[src/rtl/gp_register_file.sv]
// General-purpose 16-bit register file with x86-style byte lanes, two write ports, N read ports, load busy tracking.
// Latency: writes land on the next clk edge; reads are combinational (same-cycle forwarding when BYPASS=1).
// Backpressure: none on writes; a reservation is refused (o_reserve_ready=0) while its register is busy and not being cleared.
module gp_register_file #(
    parameter int NUM_REGISTERS  = 8,
    parameter int NUM_READ_PORTS = 2,
    parameter int BYPASS         = 1
) (
    input  logic                             clk,
    input  logic                             reset,
    input  logic                             i_we0,
    input  logic                             i_we1,
    input  logic [$clog2(NUM_REGISTERS)-1:0] i_write_id0,
    input  logic [$clog2(NUM_REGISTERS)-1:0] i_write_id1,
    input  logic                             i_write_byte0,
    input  logic                             i_write_byte1,
    input  logic [15:0]                      i_write_data0,
    input  logic [15:0]                      i_write_data1,
    input  logic [NUM_READ_PORTS*$clog2(NUM_REGISTERS)-1:0] i_read_id,
    input  logic [NUM_READ_PORTS-1:0]        i_read_byte,
    output logic [NUM_READ_PORTS*16-1:0]     o_read_data,
    input  logic                             i_reserve_valid,
    input  logic [$clog2(NUM_REGISTERS)-1:0] i_reserve_id,
    output logic                             o_reserve_ready,
    output logic [NUM_REGISTERS-1:0]         o_busy,
    output logic [NUM_REGISTERS*16-1:0]      o_registers
);

    localparam int IW = $clog2(NUM_REGISTERS);

    logic [15:0]              r_regs [NUM_REGISTERS];
    logic [NUM_REGISTERS-1:0] r_busy;

    logic [15:0]              w_next [NUM_REGISTERS];
    logic [15:0]              w_src  [NUM_REGISTERS];
    logic [IW-1:0]            w_phys0;
    logic [IW-1:0]            w_phys1;
    logic [7:0]               w_lo0, w_hi0, w_lo1, w_hi1;
    logic [NUM_REGISTERS-1:0] w_clr;
    logic [NUM_REGISTERS-1:0] w_busy_next;
    logic [IW-1:0]            w_rid;
    logic [15:0]              w_rword;

    // Physical target register and per-lane data for each write port; a byte write only
    // reaches registers 0-3 (id[1:0]) and carries its byte on whichever lane id[2] picks.
    always_comb begin
        w_phys0 = i_write_id0;
        w_phys1 = i_write_id1;
        if (i_write_byte0) w_phys0 = {{(IW-2){1'b0}}, i_write_id0[1:0]};
        if (i_write_byte1) w_phys1 = {{(IW-2){1'b0}}, i_write_id1[1:0]};
        w_lo0 = i_write_data0[7:0];
        w_hi0 = i_write_byte0 ? i_write_data0[7:0] : i_write_data0[15:8];
        w_lo1 = i_write_data1[7:0];
        w_hi1 = i_write_byte1 ? i_write_data1[7:0] : i_write_data1[15:8];
    end

    // Post-edge value of every register, resolved per lane; port 1 is applied last so it wins lane conflicts.
    always_comb begin
        for (int r = 0; r < NUM_REGISTERS; r++) begin
            w_next[r] = r_regs[r];
            if (i_we0 && (w_phys0 == IW'(r))) begin
                if (!i_write_byte0 || !i_write_id0[2]) w_next[r][7:0]  = w_lo0;
                if (!i_write_byte0 ||  i_write_id0[2]) w_next[r][15:8] = w_hi0;
            end
            if (i_we1 && (w_phys1 == IW'(r))) begin
                if (!i_write_byte1 || !i_write_id1[2]) w_next[r][7:0]  = w_lo1;
                if (!i_write_byte1 ||  i_write_id1[2]) w_next[r][15:8] = w_hi1;
            end
            w_src[r] = (BYPASS != 0) ? w_next[r] : r_regs[r];
        end
    end

    // Read ports: word reads return the whole register, byte reads the zero-extended lane.
    always_comb begin
        o_read_data = '0;
        w_rid       = '0;
        w_rword     = '0;
        for (int p = 0; p < NUM_READ_PORTS; p++) begin
            w_rid = i_read_id[p*IW +: IW];
            if (i_read_byte[p]) begin
                w_rword = w_src[{{(IW-2){1'b0}}, w_rid[1:0]}];
                o_read_data[p*16 +: 16] = {8'h00, (w_rid[2] ? w_rword[15:8] : w_rword[7:0])};
            end else begin
                o_read_data[p*16 +: 16] = w_src[w_rid];
            end
        end
    end

    // Busy tracking: a load return (port 1) clears its register, an accepted reservation sets it;
    // set is applied after clear so a same-cycle handoff leaves the register busy.
    always_comb begin
        w_clr = '0;
        if (i_we1) w_clr[w_phys1] = 1'b1;
        o_reserve_ready = i_reserve_valid &&
                          (!r_busy[i_reserve_id] || (i_we1 && (w_phys1 == i_reserve_id)));
        w_busy_next = r_busy & ~w_clr;
        if (o_reserve_ready) w_busy_next[i_reserve_id] = 1'b1;
    end

    // State update; reset overrides any same-cycle write or reservation.
    always_ff @(posedge clk) begin
        if (reset) begin
            for (int r = 0; r < NUM_REGISTERS; r++) r_regs[r] <= '0;
            r_busy <= '0;
        end else begin
            for (int r = 0; r < NUM_REGISTERS; r++) r_regs[r] <= w_next[r];
            r_busy <= w_busy_next;
        end
    end

    // Flatten stored state onto the debug/datapath outputs.
    always_comb begin
        o_busy = r_busy;
        for (int r = 0; r < NUM_REGISTERS; r++) o_registers[r*16 +: 16] = r_regs[r];
    end

endmodule

[config.mk]
export PLATFORM = sky130hd
export DESIGN_NAME = gp_register_file
export DESIGN_NICKNAME = d
export VERILOG_FILES = /design/src/rtl/gp_register_file.sv
export SDC_FILE = /design/constraint.sdc
export NUM_CORES = 1
export LEC_CHECK = 0
export BUFFER_PORTS_ARGS = -buffer_cell sky130_fd_sc_hd__buf_4
export CORE_ASPECT_RATIO = 2
export CORE_MARGIN = 2
export CORE_UTILIZATION = 50
export DETAILED_ROUTE_END_ITERATION = 7
export PLACE_DENSITY = 0.87
export SLEW_MARGIN = 40
export SYNTH_ARGS = -nofsm -noshare
export SYNTH_HDL_FRONTEND = slang
export SYNTH_SLANG_ARGS = --single-unit
[constraint.sdc]
create_clock -name clk -period 2 [get_ports clk]
set_input_delay 0.1 -clock clk [delete_from_list [all_inputs] [get_ports clk]]
set_output_delay 0.1 -clock clk [all_outputs]
set_load 0.05 [all_outputs]
==> implementation parameters, run 1 <==
Parameter                              Value

Run status
  Outcome ... aborted with a tool error
  Last stage reached ... global routing
  Tool error ... [ERROR GRT-0116] Global routing finished with congestion. Check the congestion regions in the DRC Viewer.

Synthesis
  Post-synthesis mux area share ... 0.1292
  Yosys warning total ... 0
  Syn Inst Count ... around 1.3k
  Share of flip-flops with an asynchronous set or reset after synthesis ... 0
  Number of enable-type register cells in the synthesized netlist ... 0
  Net Count, Synth ... approximately 1.4k
  Combinational family with the most area after synthesis ... simple AND/OR/NAND/NOR gates
  Mean Syn Cell Area ... about 7.4 µm²
  Adder and majority gate portion of the synthesized area ... 0
  Synthesized area ... 9935 µm²
  Top FF cell, synth ... dfxtp_1
  Synth Area in Simple Gates ... 0.2676
  Xor and xnor area share after synthesis ... 0.009446
  Yosys reg bits ... roughly 140
  Fraction of the mapped netlist area in compound gates ... 0.2601
  Distinct cell type count after synthesis ... just over 80
  Share of the yosys chip area belonging to registers ... 0.2741

GRT
  First-pass GRT wire length ... about 140 mm
  Pin count of the biggest net entering global routing ... 74
  Vias in the first global route ... just over 20k
  Overall Global Routing Usage ... 0.8668
  Remaining global-route overflow ... 814

Placed design
  Number of buffer cells added on primary ports ... between 200 and 250
  Dpl cells ... slightly above 2k
  Placed wire-length estimate after detailed placement ... ~44 mm
  Final GP Congestion ... 1.388
  Placement-stage worst setup slack ... -0.6105 ns

Clock tree
  Maximum clock path buffer count ... 2
  Root cell of the clock tree ... clkbuf_16
  CTS hold repair buffers ... 0
  Number of clock sinks ... 136
  Clock buffers created by TritonCTS ... 17
  Number of H-tree branching levels ... 4

Floorplan
  Die W ... just over 100 µm
  Initial standard-cell utilization of the core ... 0.5036
  Vert. Die Dim ... approximately 200 µm
  # IOs ... roughly 230
  Count of standard-cell rows ... between 70 and 80
## metal layers
metal / overflow / global-route usage
met5: 2 / 0.3024
met4: 241 / 0.9286
met3: 9 / 0.6977
met2: 562 / 1.079
met1: 0 / 0.8151
## cells by family after synthesis
logic type	count (synthesis)
mux	111
flops	136
simple gates	562
xor+xnor	9
compound gates	378
buf+inv	144
## what timing repair did
item	4_1_cts
buffers inserted	51
endpoints found under the setup margin	33
pin swaps	80
gates resized for setup	308
cloned	7
## synth_stat cells (12+ instances only)
cell type	count	area, µm²
a221o_1	13	130.1
nand3_1	28	140.1
mux2i_1	72	720.7
a22oi_1	18	135.1
a21o_1	12	90.09
mux2_2	26	292.8
inv_1	24	90.09
a221oi_1	22	192.7
dfxtp_1	136	2723
nor2b_1	57	356.6
nor3_1	37	185.2
nand2_1	115	431.7
a211oi_1	38	285.3
a31oi_1	23	143.9
o22ai_1	25	156.4
o21ai_0	48	240.2
o32ai_1	16	140.1
a21oi_1	81	405.4
clkbuf_1	74	277.8
nor2_1	235	882.1
buf_2	32	160.2
## stage by stage
| stage | util | area [µm²] | TNS, ns |
|---|---|---|---|
| after CTS | 0.8842 | 17440 | -10.49 |
| after global placement | 0.7579 | 14950 | -13.82 |
| after floorplan | - | 10710 | -3.715 |
| after detailed placement | 0.7579 | 14950 | -15.83 |
==> run 2, diff against run 1 <==
CORE_ASPECT_RATIO = not set   (was 2)
CORE_UTILIZATION = 36   (was 50)
PLACE_DENSITY = not set   (was 0.87)
PLACE_DENSITY_LB_ADDON = 0.15   (was not set)
clock period = 2.6 ns   (was 2 ns; I/O delays follow)
==> run 2 against run 1 <==
Net effect:
- the flow now finishes, with violations (negative setup slack)
- synthesized cell count unchanged
- area after synthesis did not move
==> implementation parameters, run 2 <==
Parameter                              Value

Run status
  Outcome ... complete, but fails checks
  Violated checks ... negative setup slack

Job
  Max-cap check violation count ... 0

Worst setup path
  Worst R2R Path Depth ... 7
  Highest net fanout along the worst path ... 8
  Worst EP arrival ... ~2.5 ns
  Worst reg2reg startpoint ... o_busy[0]
  CP endpoint kind ... output pin
  CP Class ... primary input to output pin
  Required time at the worst-slack endpoint ... about 2.5 ns
  Critical Path Start ... i_write_id0[0]
  Startpoint Class ... primary input

GRT
  Pin count of the biggest net entering global routing ... between 90 and 100
  First-pass GRT wire length ... between 80 and 90 mm
  Remaining global-route overflow ... 0
  Vias in the first global route ... about 12k
  Overall Global Routing Usage ... 0.3973
  Initial antenna violation count ... 1

Timing
  Max-Slew Margin vs Limit ... 0.4600
  # setup viols final ... 2
  Unrepaired setup endpoints after global routing ... true
  Final period utilization ... 1.005
  Clock tree skew after final layout ... roughly 0.0037 ns
  Worst Setup Slack, final ... -0.01270 ns
  Timing-limited maximum frequency ... around 380 MHz
  Measured slew at the worst slew-check pin ... approximately 0.81 ns
  Post-layout minimum cycle time ... about 2.6 ns
  Setup TNS ... -0.01531 ns
  Number of hold-slack violations in the final timing report ... 0
  Number of max-slew violations in the final report ... 0

Drt
  DRT antenna net count ... 0
  DRC marker count from the first detailed-route iteration ... between 1.5k and 2k
  Post-route DRC violation count ... 0
  Routed wire length ... 59.27 mm
  DR pass1 iterations ... 6
  Count of vias placed by the detailed router ... between 10k and 15k
  Mean routed wirelength per cell ... between 20 and 30 µm
  Detailed-route vias per instance ... around 6.1

Layout
  Most frequent standard cell in the layout excluding fill and tap cells ... buf_4
  Count of nets after finishing ... between 1.5k and 2k
  Share of cells above drive strength 1 ... 0.4029
  Final instance count without filler cells ... ~2.1k
  Count of fill cells added during filler insertion ... ~2.6k
  Core utilization of the finished layout ... 0.5652
  Area growth syn-to-layout ... 53.77%
  Max reg flops ... approximately 130
  Diode insertion count for antenna repair ... 0
  Most used cells in the layout excluding fill and tap cells ... 494 x buf_4, 224 x nor2_1, 136 x dfxtp_1
  Design area ... approximately 15000 µm²
  Biggest register ... r_regs

Clock tree
  Number of clock sinks ... 136
  Root cell of the clock tree ... clkbuf_16
  Source-to-sink clock delay at the later pin of the worst-skew pair ... between 0.4 and 0.5 ns
  Clock input transition at the sequential cells of the worst setup and hold paths ... about 0.07 ns
  Clock buffers created by TritonCTS ... 17
  Maximum clock path buffer count ... 2
  Clock tree from TritonCTS ... built
  CTS hold repair buffers ... 0
  Number of H-tree branching levels ... 4

Pwr
  Switching power as a share of total power ... 0.3886
  Power share of the sequential group ... 0.290
  Power share of the clock group ... 0.353
  Peak ir drop on the vdd network ... approximately 0.00035 V
  Int Power ... about 0.0047 W
  Power density relative to cell area ... between 500 and 600 nW/µm²
  Switching power of the nets ... 0.002992 W
  Proportion of power drawn by combinational gates ... 0.357
  Reported leakage power ... about 6.7 nW

Synthesis
  Share of flip-flops with an asynchronous set or reset after synthesis ... 0
  Share of the yosys chip area belonging to registers ... 0.2741
  Area contributors post-synth ... dfxtp_1 27%, nor2_1 8.9%, mux2i_1 7.3%
  Syn Inst Count ... roughly 1.3k
  Share of Yosys cell area claimed by the top area cell type ... 0.2741
  Mean Syn Cell Area ... about 7.4 µm²
  Yosys warning total ... 0
  Largest area contributor in the netlist ... dfxtp_1
  Leading cell type by number of instances after synthesis ... nor2_1
  Yosys reg bits ... 136
  Number of enable-type register cells in the synthesized netlist ... 0
  Synthesized area ... about 9900 µm²
  Distinct cell type count after synthesis ... a little over 80
  Net Count, Synth ... around 1.4k
  Most frequent cells after synthesis ... 235 x nor2_1, 136 x dfxtp_1, 115 x nand2_1
  Top FF cell, synth ... dfxtp_1

Floorplan
  Vert. Die Dim ... about 170 µm
  Initial standard-cell utilization of the core ... 0.3676
  Total Die Area ... approximately 29000 µm²
  Floorplan Core Area ... 27030 µm²
  # IOs ... 225
  Count of standard-cell rows ... 60
  Die W ... 170.1 µm

Worst hold path
  Cell depth of the worst min-delay path ... 3
  Worst hold path class ... primary input to flop
  Source of the worst hold timing path ... i_reserve_id[2]

Placed design
  Dpl cells ... 2070
  Post-Place Cell Area ... around 14000 µm²
  Placed wire-length estimate after detailed placement ... ~47 mm
  Final GP Congestion ... a little over 1
  Number of buffer cells added on primary ports ... around 220
[run 2: kinds of logic (layout without fill, tap and decap cells)]
logic type | Yosys count | count (layout) | share of synthesized area
and+or+nand+nor | 562 | 562 | 0.2676
AOI/OAI and AO/OA | 378 | 378 | 0.2601
buffers and inverters | 144 | 581 | 0.05957
DFF | 136 | 136 | 0.2741
muxes | 111 | 111 | 0.1292
xor gates and xnor gates | 9 | 9 | 0.009446
[run 2: worst max-delay path: stages]
cell and delay [ns]:
buf_4 0.14, nand3b_2 0.30, nor2_2 0.31, buf_4 0.17, mux2i_1 0.21, o21ai_1 0.15, mux2_2 0.34, a221o_1 0.34
o22a_1 0.19, buf_4 0.20
[run 2: power by group through the flow]
stage | registers, W | clock network (W) | logic (W)
final | 0.00223 | 0.00272 | 0.00275
after CTS | 0.00223 | 0.00274 | 0.00259
after global routing | 0.00224 | 0.00280 | 0.00283
after floorplan | 0.00256 | 0 | 0.00111
after global placement | 0.00228 | 0 | 0.00256
after detailed placement | 0.00228 | 0 | 0.00255
[run 2: metrics by stage]
stage	setup WS, ns	power (W)	hold slack, ns
5_1_grt	-0.05461	0.007874	0.03977
2_1_floorplan	-0.1437	0.003665	0.2964
3_5_place_dp	-0.1498	0.004831	0.4844
4_1_cts	0.0008529	0.007555	0.02454
6_report	-0.01270	0.007701	0.02998
3_3_place_gp	-0.2092	0.004837	0.4802
[run 2: final timing paths]
kind | to | slack [ns]
hold reg to reg | o_busy[3] | 0.49
hold / removal | o_busy[7] | 0.03
setup reg to reg | o_busy[0] | 0.87
setup / recovery | o_read_data[18] | -0.01
[run 2: cell type report]
type | count | area (µm²) | area share
Sequential cell | 136 | 2723 | 0.1782
Clock inverter | 14 | 188.9 | 0.01237
Multi-Input combinational cell | 1060 | 7279 | 0.4765
Timing Repair Buffer | 523 | 4131 | 0.2705
Clock buffer | 18 | 429.2 | 0.02809
Tap cell | 341 | 426.7 | 0.02793
Inverter | 26 | 97.59 | 0.006389
[run 2: timing repair]
item / in CTS / in global routing
gates resized for setup: 32 / 100
endpoints found under the setup margin: 22 / 31
pin swaps: 2 / 10
cloned: 0 / 0
setup buffers: 0 / 16
[run 2: metal layers]
metal	track usage	wire, µm	vias up
met5	0	10	-
met3	0.08628	6028	172
met1	0.5181	24100	6191
met2	0.6189	25790	853
met4	0.1996	3340	2
li1	-	-	5761
No activity file was read; power rests on OpenSTA's default activity.
